--- src/rtl/csa_pkg.sv ---
// Shared constants and helpers for the carry-select adder.
//   DEFAULT_WIDTH / DEFAULT_BLK : default operand width and carry-select block size
//   nblocks(width, blk)         : number of carry-select blocks, ceil(width / blk)
package csa_pkg;

  localparam int DEFAULT_WIDTH = 4;
  localparam int DEFAULT_BLK   = 2;

  function automatic int nblocks(input int width, input int blk);
    return (width + blk - 1) / blk;
  endfunction

endpackage

--- src/rtl/rca_block.sv ---
// Ripple-carry adder slice used as the building block of the carry-select adder.
//   a, b : W-bit operand slices
//   ci   : carry in
//   s    : W-bit sum slice
//   co   : carry out of the slice's top bit
module rca_block #(
  parameter int W = 2
) (
  input  logic [W-1:0] a,
  input  logic [W-1:0] b,
  input  logic         ci,
  output logic [W-1:0] s,
  output logic         co
);

  // c[i] is the carry into bit i; c[W] leaves the slice.
  logic [W:0] c;

  // NOTE: combinational blocks use blocking '=' and assign every output first,
  // so the chain evaluates in order and no latch can be inferred.
  always_comb begin
    c    = '0;
    s    = '0;
    c[0] = ci;
    for (int i = 0; i < W; i++) begin
      s[i]   = a[i] ^ b[i] ^ c[i];
      c[i+1] = (a[i] & b[i]) | (c[i] & (a[i] ^ b[i]));
    end
    co = c[W];
  end

endmodule

--- src/rtl/carry_select_adder.sv ---
// Registered carry-select adder: {cout, sum} = a + b + cin, one cycle of latency.
// Block 0 ripples from cin; each higher block computes its slice for both carry-in
// values and the carry out of the block below picks one. The last block is narrower
// when BLK does not divide WIDTH.
//   clk   : clock, results captured on the rising edge
//   rst_n : asynchronous active-low clear of sum/cout
//   a, b  : WIDTH-bit unsigned operands
//   cin   : carry in
//   sum   : registered WIDTH-bit sum
//   cout  : registered carry out of bit WIDTH-1
module carry_select_adder
  import csa_pkg::*;
#(
  parameter int WIDTH = DEFAULT_WIDTH,
  parameter int BLK   = DEFAULT_BLK
) (
  input  logic             clk,
  input  logic             rst_n,
  input  logic [WIDTH-1:0] a,
  input  logic [WIDTH-1:0] b,
  input  logic             cin,
  output logic [WIDTH-1:0] sum,
  output logic             cout
);

  localparam int NB = nblocks(WIDTH, BLK);

  logic [WIDTH-1:0] sum_c;
  logic [WIDTH-1:0] sum_d, sum_q;
  logic             cout_d, cout_q;

  for (genvar k = 0; k < NB; k++) begin : blk_g
    localparam int LO = k * BLK;
    localparam int HI = ((k + 1) * BLK > WIDTH) ? WIDTH - 1 : (k + 1) * BLK - 1;
    localparam int BW = HI - LO + 1;

    // Selected carry out of this block; feeds the select of block k+1.
    logic co;

    if (k == 0) begin : rip_g
      rca_block #(.W(BW)) u_rca (
        .a  (a[HI:LO]),
        .b  (b[HI:LO]),
        .ci (cin),
        .s  (sum_c[HI:LO]),
        .co (co)
      );
    end else begin : sel_g
      logic [BW-1:0] s0, s1;
      logic          co0, co1;

      rca_block #(.W(BW)) u_rca0 (
        .a  (a[HI:LO]),
        .b  (b[HI:LO]),
        .ci (1'b0),
        .s  (s0),
        .co (co0)
      );

      rca_block #(.W(BW)) u_rca1 (
        .a  (a[HI:LO]),
        .b  (b[HI:LO]),
        .ci (1'b1),
        .s  (s1),
        .co (co1)
      );

      assign sum_c[HI:LO] = blk_g[k-1].co ? s1  : s0;
      assign co           = blk_g[k-1].co ? co1 : co0;
    end
  end

  always_comb begin
    sum_d  = sum_c;
    cout_d = blk_g[NB-1].co;
  end

  // NOTE: clocked state uses non-blocking '<=' so every flop samples pre-edge values.
  always_ff @(posedge clk or negedge rst_n) begin
    if (!rst_n) begin
      sum_q  <= '0;
      cout_q <= 1'b0;
    end else begin
      sum_q  <= sum_d;
      cout_q <= cout_d;
    end
  end

  assign sum  = sum_q;
  assign cout = cout_q;

endmodule

--- config.mk ---
export PLATFORM = sky130hd
export DESIGN_NAME = carry_select_adder
export DESIGN_NICKNAME = d
export VERILOG_FILES = /design/src/rtl/csa_pkg.sv /design/src/rtl/rca_block.sv /design/src/rtl/carry_select_adder.sv
export SDC_FILE = /design/constraint.sdc
export NUM_CORES = 1
export LEC_CHECK = 0
export ABC_AREA = 1
export BUFFER_PORTS_ARGS = -buffer_cell sky130_fd_sc_hd__buf_2
export CAP_MARGIN = 5
export CELL_PAD_IN_SITES_DETAIL_PLACEMENT = 1
export CELL_PAD_IN_SITES_GLOBAL_PLACEMENT = 1
export CORE_AREA = 2 2 39 41
export CTS_BUF_LIST = sky130_fd_sc_hd__clkbuf_16
export CTS_CLUSTER_DIAMETER = 150
export CTS_CLUSTER_SIZE = 40
export DETAILED_ROUTE_END_ITERATION = 10
export DIE_AREA = 0 0 41 43
export PLACE_DENSITY = 0.68
export SKIP_LAST_GASP = 1
export SLEW_MARGIN = 25
export SYNTH_ARGS = -nofsm -noshare
export SYNTH_HDL_FRONTEND = slang
export SYNTH_SLANG_ARGS = --single-unit
--- constraint.sdc ---
create_clock -name clk -period 0.8 [get_ports clk]
set_input_delay 0.04 -clock clk [delete_from_list [all_inputs] [get_ports clk]]
set_output_delay 0.04 -clock clk [all_outputs]
set_load 0.02 [all_outputs]
=== After elaboration in Yosys (flattened, before gate mapping) ===
Cells that the tools add are included.

* Bitwise gates (word level): 22
* Multiplexer cells: 2

{| class="wikitable"
|+ Operators with widths
! cell !! count
|-
| 1-bit bitwise AND || 8
|-
| 1-bit bitwise XOR || 8
|-
| 1-bit OR || 5
|-
| 2-bit two-way mux || 1
|-
| 1-bit two-way mux || 1
|-
| 1-bit NOT || 1
|}

* Bits of input ports: 11
* Register bits: 5
* Logic and storage cells: 26

=== Longest topological paths before layout ===
Gate-level depths: netlist of the first run.

* Depth after elaboration: 6
* Depth in mapped cells: 8

=== By module ===
A second synthesis of the first run with hierarchy kept.

* Cell total of the unflattened synthesis: 47
* Area, all modules: 380.4 um2

{| class="wikitable"
|+ By module, submodules not included
! module !! times used !! area an instance (um2) !! cells an instance
|-
| rca_block || 3 || 70.1 || 10
|-
| carry_select_adder || 1 || 170.2 || 17
|}

=== Worst setup path before layout of the first run ===
OpenSTA, ideal clock, no wires.

* Kind: input-to-reg
* Start: input a[0]
* End: register sum_q[3] (netlist: sum[3])
* Stages: 8
* Setup time: 114 ps
* Slack: -683 ps
* Arrival time: 1,370 ps
* Buffers on the path: 0
* Required time: 686 ps
* Cells stage by stage: inv_1 fa_1 inv_1 fa_1 nand2_1 o21ai_0 fa_1 inv_1

* Longest elaborated chain between the ends: 6

{| class="wikitable"
|+ Ends and longest elaborated chain
! element !! line !! source
|-
| start, declared || carry_select_adder.sv:19 || <nowiki>input logic [WIDTH-1:0] a,</nowiki>
|-
| 1-bit bitwise XOR || rca_block.sv:27 || <nowiki>c[i+1] = (a[i] & b[i]) | (c[i] & (a[i] ^ b[i]));</nowiki>
|-
| 1-bit bitwise AND || rca_block.sv:27 ||
|-
| 1-bit OR (*) || rca_block.sv:27 ||
|-
| 1-bit bitwise AND (*) || rca_block.sv:27 ||
|-
| 1-bit OR (*) || rca_block.sv:27 ||
|-
| 2-bit two-way mux (*) || carry_select_adder.sv:68 || <nowiki>assign sum_c[HI:LO] = blk_g[k-1].co ? s1 : s0;</nowiki>
|-
| named net sum_c[3] || carry_select_adder.sv:28 || <nowiki>logic [WIDTH-1:0] sum_c;</nowiki>
|-
| end signal, assigned || carry_select_adder.sv:84 || <nowiki>sum_q <= sum_d;</nowiki>
|-
| end, declared || carry_select_adder.sv:29 || <nowiki>logic [WIDTH-1:0] sum_d, sum_q;</nowiki>
|}

Mark *: on every way through the listed nets, which the timed path passes. The rest lies on a longest branch.

=== Worst setup path in the final report of the first run ===
* Start: input cin
* End: register sum_q[3] (netlist: sum[3])

* Longest elaborated chain between the ends: 5

{| class="wikitable"
|+ Ends and longest elaborated chain
! element !! line !! source
|-
| start, declared || carry_select_adder.sv:21 || <nowiki>input logic cin,</nowiki>
|-
| 1-bit bitwise AND || rca_block.sv:27 ||
|-
| 1-bit OR || rca_block.sv:27 ||
|-
| 1-bit bitwise AND || rca_block.sv:27 ||
|-
| 1-bit OR || rca_block.sv:27 ||
|-
| 2-bit two-way mux || carry_select_adder.sv:68 ||
|-
| named net sum_c[3] || carry_select_adder.sv:28 ||
|}

The timed path passes the listed nets, and every way through them passes these cells.

==> results of run 1 <==
==> stage by stage <==
stage	area [um2]	instances	util, %
final	543	68	39.2
after detailed placement	390	59	28.2
after global placement	390	59	28.2
after floorplan	295	28	-
after global routing	543	68	39.2
after CTS	510	66	36.9
==> layer usage <==
| metal | share of wire [%] | vias up | GRT usage (%) | routed length, um |
|---|---|---|---|---|
| li1 | - | 120 | - | - |
| met1 | 31 | 118 | 6.49 | 194 |
| met2 | 59 | 11 | 16.3 | 372 |
| met3 | 9.8 | 0 | 4.71 | 62 |
| met4 | 0 | 0 | 6.00 | 0 |
| met5 | 0 | - | 0 | 0 |
==> cell usage after synthesis <==
| cell | number |
|---|---|
| inv_1 | 13 |
| dfrtp_1 | 5 |
| o21ai_0 | 1 |
| ha_1 | 2 |
| fa_1 | 3 |
| nand2_1 | 4 |
==> state kept, by name, indices dropped and copies added, names as in the netlist <==
| signal | flops |
|---|---|
| sum | 4 |
| cout | 1 |
==> what timing repair did <==
item	4_1_cts	5_1_grt
pin swaps	3	2
endpoints found under the hold margin	5	0
hold buffers	1	0
setup buffers	2	3
endpoints found under the setup margin	4	4
gates cloned	0	0
resized for setup	5	8
==> final cells by class <==
| class | count | area (um2) | area share (%) |
|---|---|---|---|
| clock buffers | 3 | 75.1 | 13.8 |
| clock inverters | 1 | 3.75 | 0.691 |
| inverters | 13 | 58.8 | 10.8 |
| multi-input cells | 10 | 121 | 22.4 |
| flip-flops and latches | 5 | 125 | 23.0 |
| well taps | 16 | 20.0 | 3.69 |
| repair buffers | 20 | 139 | 25.6 |
==> how the worst max path moves through the flow <==
stage	endpoint	startpoint	cells past startpoint
after CTS	sum[3]$_DFF_PN0_	cin	9
after global routing	sum[3]$_DFF_PN0_	cin	9
final	sum[3]$_DFF_PN0_	cin	9
after detailed placement	sum[3]$_DFF_PN0_	a[0]	9
after floorplan	sum[3]$_DFF_PN0_	b[0]	8
after global placement	sum[3]$_DFF_PN0_	a[0]	9
==> kinds of logic after synthesis <==
family | synth area share (%)
buf+inv | 17.5
fa+ha+maj | 30.5
flops | 44.8
simple gates | 5.38
compound gates | 1.79
==> power by group <==
| group | internal (mW) | switching [mW] |
|---|---|---|
| Combinational | 0.126 | 0.149 |
| Clock | 0.645 | 0.143 |
| Sequential | 0.294 | 0.00781 |
==> impl_results.md, run 1 <==
* Leakage at 0.306 nW
* Initial antenna violation count at 0
* Final wirelength at 630 um
* Main area contributors after synthesis: dfrtp_1 (45%), fa_1 (22%), inv_1 (17%), ha_1 (9.0%), nand2_1 (5.4%)
* Hold Crit Start: b[1]
* Initial Util at 20.2%
* CP cell instances: buf_6, inv_4, fa_2, inv_2, fa_2, nand2_1, o21ai_2, fa_1, inv_1
* Area growth from synthesis to layout at 94.6%
* Post-synthesis net count at 44
* Worst-path fanout max at 3
* CTS tree: yes
* Final net count at 69
* Synthesized cell area at 279 um2
* Global-route wire length before repair at 1020 um
* Gr usage total at 9.06%
* Clock root cell: clkbuf_16
* RD Place Congestion at 0.637
* Post-DRT Antenna Nets at 0
* Number of remaining DRC errors at 0
* Highest clock rate at 759 MHz
* Via density at 3.66
* Worst VDD drop at 0.000742 V
* Commonest non-fill, non-tap cells in the layout: buf_2 (13), inv_1 (9), dfrtp_1 (5), buf_6 (5)
* Largest net degree at the start of global routing at 6
* Total gr overflow at 0
* Library cells used by synthesis at 6
* Max-slew headroom at 92.2%
* Max-Cap Viols at 0
* Worst Hold End: sum[1]$_DFF_PN0_
* Fin. Hold Viols at 0
* Pre-CTS WS at -0.816 ns
* Post-route setup slack at -0.518 ns
* #FFs+latches synth at 5
* Crit path largest cell delay at 0.47 ns
* First-pass iteration count of the detailed router at 1
* Cell Rows at 14
* Clk pin slew, worst setup/hold paths at 0.03 ns
* Num CTS Buffers at 3
* Die area at 1760 um2
* Critical path's top delay family: adder cells
* Final setup TNS at -1.41 ns
* Via count at 249
* Core footprint at 1380 um2
* Yosys warns at 0
* Run status: complete, but fails checks
* Filler instances at 173
* Layout cells sized above 1 at 63.5%
* Die height at 43 um
* Most used cell, CP: fa_2
* Total Power at 1.37 mW
* Final Cycle Share at 165%
* Worst Tran Pin Value at 0.117 ns
* Average wire per standard cell at 9.26 um
* N_diodes at 0
* Startpoint Class: primary input
* Setup CP Type: in -> reg
* Most common cell after layout, fill and taps aside: buf_2
* Setup violators final at 4
* Worst hold path class: in -> reg
* Violated checks: setup timing
* Mapped Cells at 28
* Cell area power density at 2510 nW/um2
* Post-synth top area share at 44.8%
* Worst Hold Depth at 2
* Seq/Total Area, Yosys at 44.8%
* Number of global-route vias before repair at 299
* CP Capture Type: register
* Max Slew Vio Count at 0
* Port bufs at 15
* Max Root-Sink Buffers at 2
* RSZ-0062 raised after global routing: true
* Critical path data arrival time at 1.43 ns
* Largest area contributor in the netlist: dfrtp_1
* Ports at 16
* HPWL after detailed placement at 455 um
* Slowest-stage cell, CP: fa_1
* Clk sink count at 5
* Hold WS at 0.133 ns
* Crit path buf inv count at 4
* CP required at 0.91 ns
* Die extent in x at 41 um
* H-tree levels at 1
* Fin crit period at 1.32 ns
* Iteration-0 DRC Markers at 0
* Syn avg cell area at 9.96 um2
No activity file was read; power rests on OpenSTA's default activity.
==> run 2, diff against run 1 <==
- PLACE_DENSITY: 0.68 -> 0.8
- SYNTH_HIERARCHICAL: unset -> 1
==> run 2 against run 1 <==
The run still ends with setup timing left. Cell count up 22%. Final area up 18%. Fmax up 26%. Utilization up 7.1 points. Synthesized cell count up 68%. Sequential share of layout area down 3.5 points. Die area unchanged. Synthesized area up 36%. Combinational power up 26%. Highest routed layer unchanged.
==> impl_results.md, run 2 <==
* Ports at 16 (unchanged)
* Crit path largest cell delay at 0.50 ns (+0.03 ns)
* Met1 GRT Util at 14.1% (+7.6 points)
* Worst-path fanout max at 2 (-1)
* Filler instances at 171 (-1.2%)
* Largest register FFs at 4 (unchanged)
* Library cells used by synthesis at 6 (unchanged)
* Placed instance count at 78 (+32%)
* Sequential share of power at 21.4% (-0.7 points)
* Number of remaining DRC errors at 0 (unchanged)
* Fin. Hold Viols at 0 (unchanged)
* Post-synth top cells: inv_1 (24), nand2_1 (9), fa_1 (6)
* Via density at 3.57 (-2.6%)
* Critical path's top delay family: adder cells
* EDFF count, synth at 0 (unchanged)
* Most common cell after layout, fill and taps aside: inv_1
* Post-Layout Cell Count at 83 (+22%)
* RD Place Congestion at 0.649 (+1.8%)
* Num CTS Buffers at 3 (unchanged)
* Yosys warns at 6 (+6)
* CTS tree: yes
* Sw Ratio at 24.9% (+2.9 points)
* Ys flop type: dfrtp_1
* N_diodes at 0 (unchanged)
* Port bufs at 15 (unchanged)
* Highest clock rate at 957 MHz (+26%)
* Total gr overflow at 0 (unchanged)
* Final core utilization at 46.4% (+7.1 points)
* Clk pin slew, worst setup/hold paths at 0.03 ns (about the same)
* CP required at 0.91 ns (about the same)
* First-pass iteration count of the detailed router at 1 (unchanged)
* H-tree levels at 1 (unchanged)
* Mapped Cells at 47 (+68%)
* Syn avg cell area at 8.09 um2 (-19%)
* Global-route wire length before repair at 1520 um (+49%)
* Most used cell, CP: nand2_1
* Setup CP Type: in -> reg
* GR Util met2 at 25.3% (+9.1 points)
* Placed instance area at 503 um2 (+29%)
* Number of global-route vias before repair at 353 (+18%)
* Area growth from synthesis to layout at 68.8%
* CP Capture Type: register
* Total Power at 1.46 mW (+6.6%)
* Layout cells sized above 1 at 47.8% (-16 points)
* CP cell instances: buf_8, inv_4, fa_2, fa_1, inv_1, nand2_1, nand2_1
* Post-synth top area share at 32.9% (-12 points)
* Startpoint Class: primary input
* Violated checks: setup timing
* Post-synthesis net count at 64 (+45%)
* Iteration-0 DRC Markers at 0 (unchanged)
* Final net count at 85 (+23%)
* Post-DRT Antenna Nets at 0 (unchanged)
* GRT met3 Usage at 1.57% (-3.1 points)
* Max-Cap Viols at 0 (unchanged)
* HPWL after detailed placement at 615 um (+35%)
* Comb power frac at 23.8% (+3.7 points)
* Max Root-Sink Buffers at 2 (unchanged)
* Crit path buf inv count at 3 (-1)
* Cell area power density at 2270 nW/um2 (-9.8%)
* Worst VDD drop at 0.000631 V (-15%)
* Die extent in x at 41 um (unchanged)
* Setup violators final at 4 (unchanged)
* Average wire per standard cell at 11.0 um (+19%)
* Main area contributors after synthesis: dfrtp_1 (33%), fa_1 (32%), inv_1 (24%), nand2_1 (8.9%), conb_1 (2.0%)
* Die height at 43 um (unchanged)
* Via count at 296 (+19%)
* Clock root cell: clkbuf_16
* Largest area contributor in the netlist: dfrtp_1
* GR peak layer: met2
* Clock share of power at 54.7% (-3.1 points)
* Slowest-stage cell, CP: fa_1
* Hold WS at 0.170 ns (+0.0372 ns)
* Die area at 1760 um2 (unchanged)
* Initial antenna violation count at 0 (unchanged)
* Core footprint at 1380 um2 (unchanged)
* Initial Util at 27.5% (+7.3 points)
* Net Sw Power at 0.363 mW (+21%)
* Synthesized cell area at 380 um2 (+36%)
* Final wirelength at 917 um (+46%)
* Ys async rst share at 100% (unchanged)
* Gr usage total at 14.1% (+5.0 points)
* RSZ-0062 raised after global routing: true
* Post-route cell area at 642 um2 (+18%)
* Run status: complete, but fails checks
* Largest net degree at the start of global routing at 6 (unchanged)
* Cell Rows at 14 (unchanged)
* Clk sink count at 5 (unchanged)
* Commonest non-fill, non-tap cells in the layout: inv_1 (17), buf_2 (10), nand2_1 (8)
* Final Cycle Share at 131% (-34 points)
* Seq/Total Area, Yosys at 32.9% (-12 points)
* Fin crit period at 1.04 ns (-0.274 ns)
* Cell internal pwr at 1.09 mW (+2.6%)
* Worst hold path class: in -> async
* Crit. Startpoint: a[2]
* Leakage at 0.381 nW (+25%)
* Most frequent cell after synthesis: inv_1
* Post-route setup slack at -0.244 ns (+0.274 ns)
* Critical path data arrival time at 1.16 ns (-0.27 ns)
* Max Slew Vio Count at 0 (unchanged)
* #FFs+latches synth at 5 (unchanged)
## run 2: changes by cell type in the layout (fill, tap and decap cells not counted), moves of 2 or more
| cell | delta |
|---|---|
| inv_4 | +2 |
| inv_1 | +8 |
| fa_2 | +2 |
| ha_1 | -2 |
| conb_1 | +2 |
| buf_8 | +3 |
| buf_6 | -3 |
| nand2_1 | +7 |
| nand2_2 | -2 |
| buf_2 | -3 |
## run 2: how the worst max path moves through the flow
stage                        to  slack, ns  depth (start not counted)
2_1_floorplan  sum[3]$_DFF_PN0_      -0.33                          6
3_3_place_gp   sum[3]$_DFF_PN0_      -0.55                          7
3_5_place_dp   sum[3]$_DFF_PN0_      -0.57                          7
4_1_cts        sum[3]$_DFF_PN0_      -0.26                          7
5_1_grt        sum[3]$_DFF_PN0_      -0.29                          7
6_report       sum[3]$_DFF_PN0_      -0.24                          7
## run 2: metal layers
layer | vias to the layer above | part of all wire [%]
li1 | 153 | -
met1 | 134 | 37
met2 | 9 | 58
met3 | 0 | 4.6
met4 | 0 | 0
met5 | - | 0
## run 2: timing repair
item,4_1_cts,5_1_grt
setup endpoints to repair,4,5
endpoints found under the hold margin,5,0
pin swaps,7,2
setup buffers,0,0
hold buffers,1,0
resized for setup,11,5
## run 2: through the flow
step                setup WS (ns)  setup TNS [ns]
floorplan                  -0.330           -1.23
global placement           -0.550           -2.09
detailed placement         -0.569           -2.16
CTS                        -0.257          -0.842
global route               -0.294           -1.02
finish                     -0.244          -0.861
## run 2: power by group through the flow
| stage | clock network [mW] | registers [mW] | logic, mW |
|---|---|---|---|
| 2_1_floorplan | 0 | 0.368 | 0.126 |
| 3_3_place_gp | 0 | 0.306 | 0.280 |
| 3_5_place_dp | 0 | 0.309 | 0.291 |
| 4_1_cts | 0.813 | 0.310 | 0.335 |
| 5_1_grt | 0.832 | 0.317 | 0.395 |
| 6_report | 0.797 | 0.312 | 0.347 |
## run 2: cells by family after synthesis
family / Yosys count / share of synthesized area (%)
adders and majority gates: 6 / 31.6
buffers and inverters: 25 / 24.7
DFF: 5 / 32.9
other: 2 / 1.97
and+or+nand+nor: 9 / 8.88
## run 2: layout make-up
cell class | instances | area, um2 | share of cell area [%]
clock inverter | 1 | 3.75 | 0.585
inverter | 25 | 116 | 18.1
sequential | 5 | 125 | 19.5
clock buffer | 3 | 75.1 | 11.7
timing repair buffer | 16 | 128 | 19.9
multi-input combinational | 17 | 174 | 27.1
tap | 16 | 20.0 | 3.12
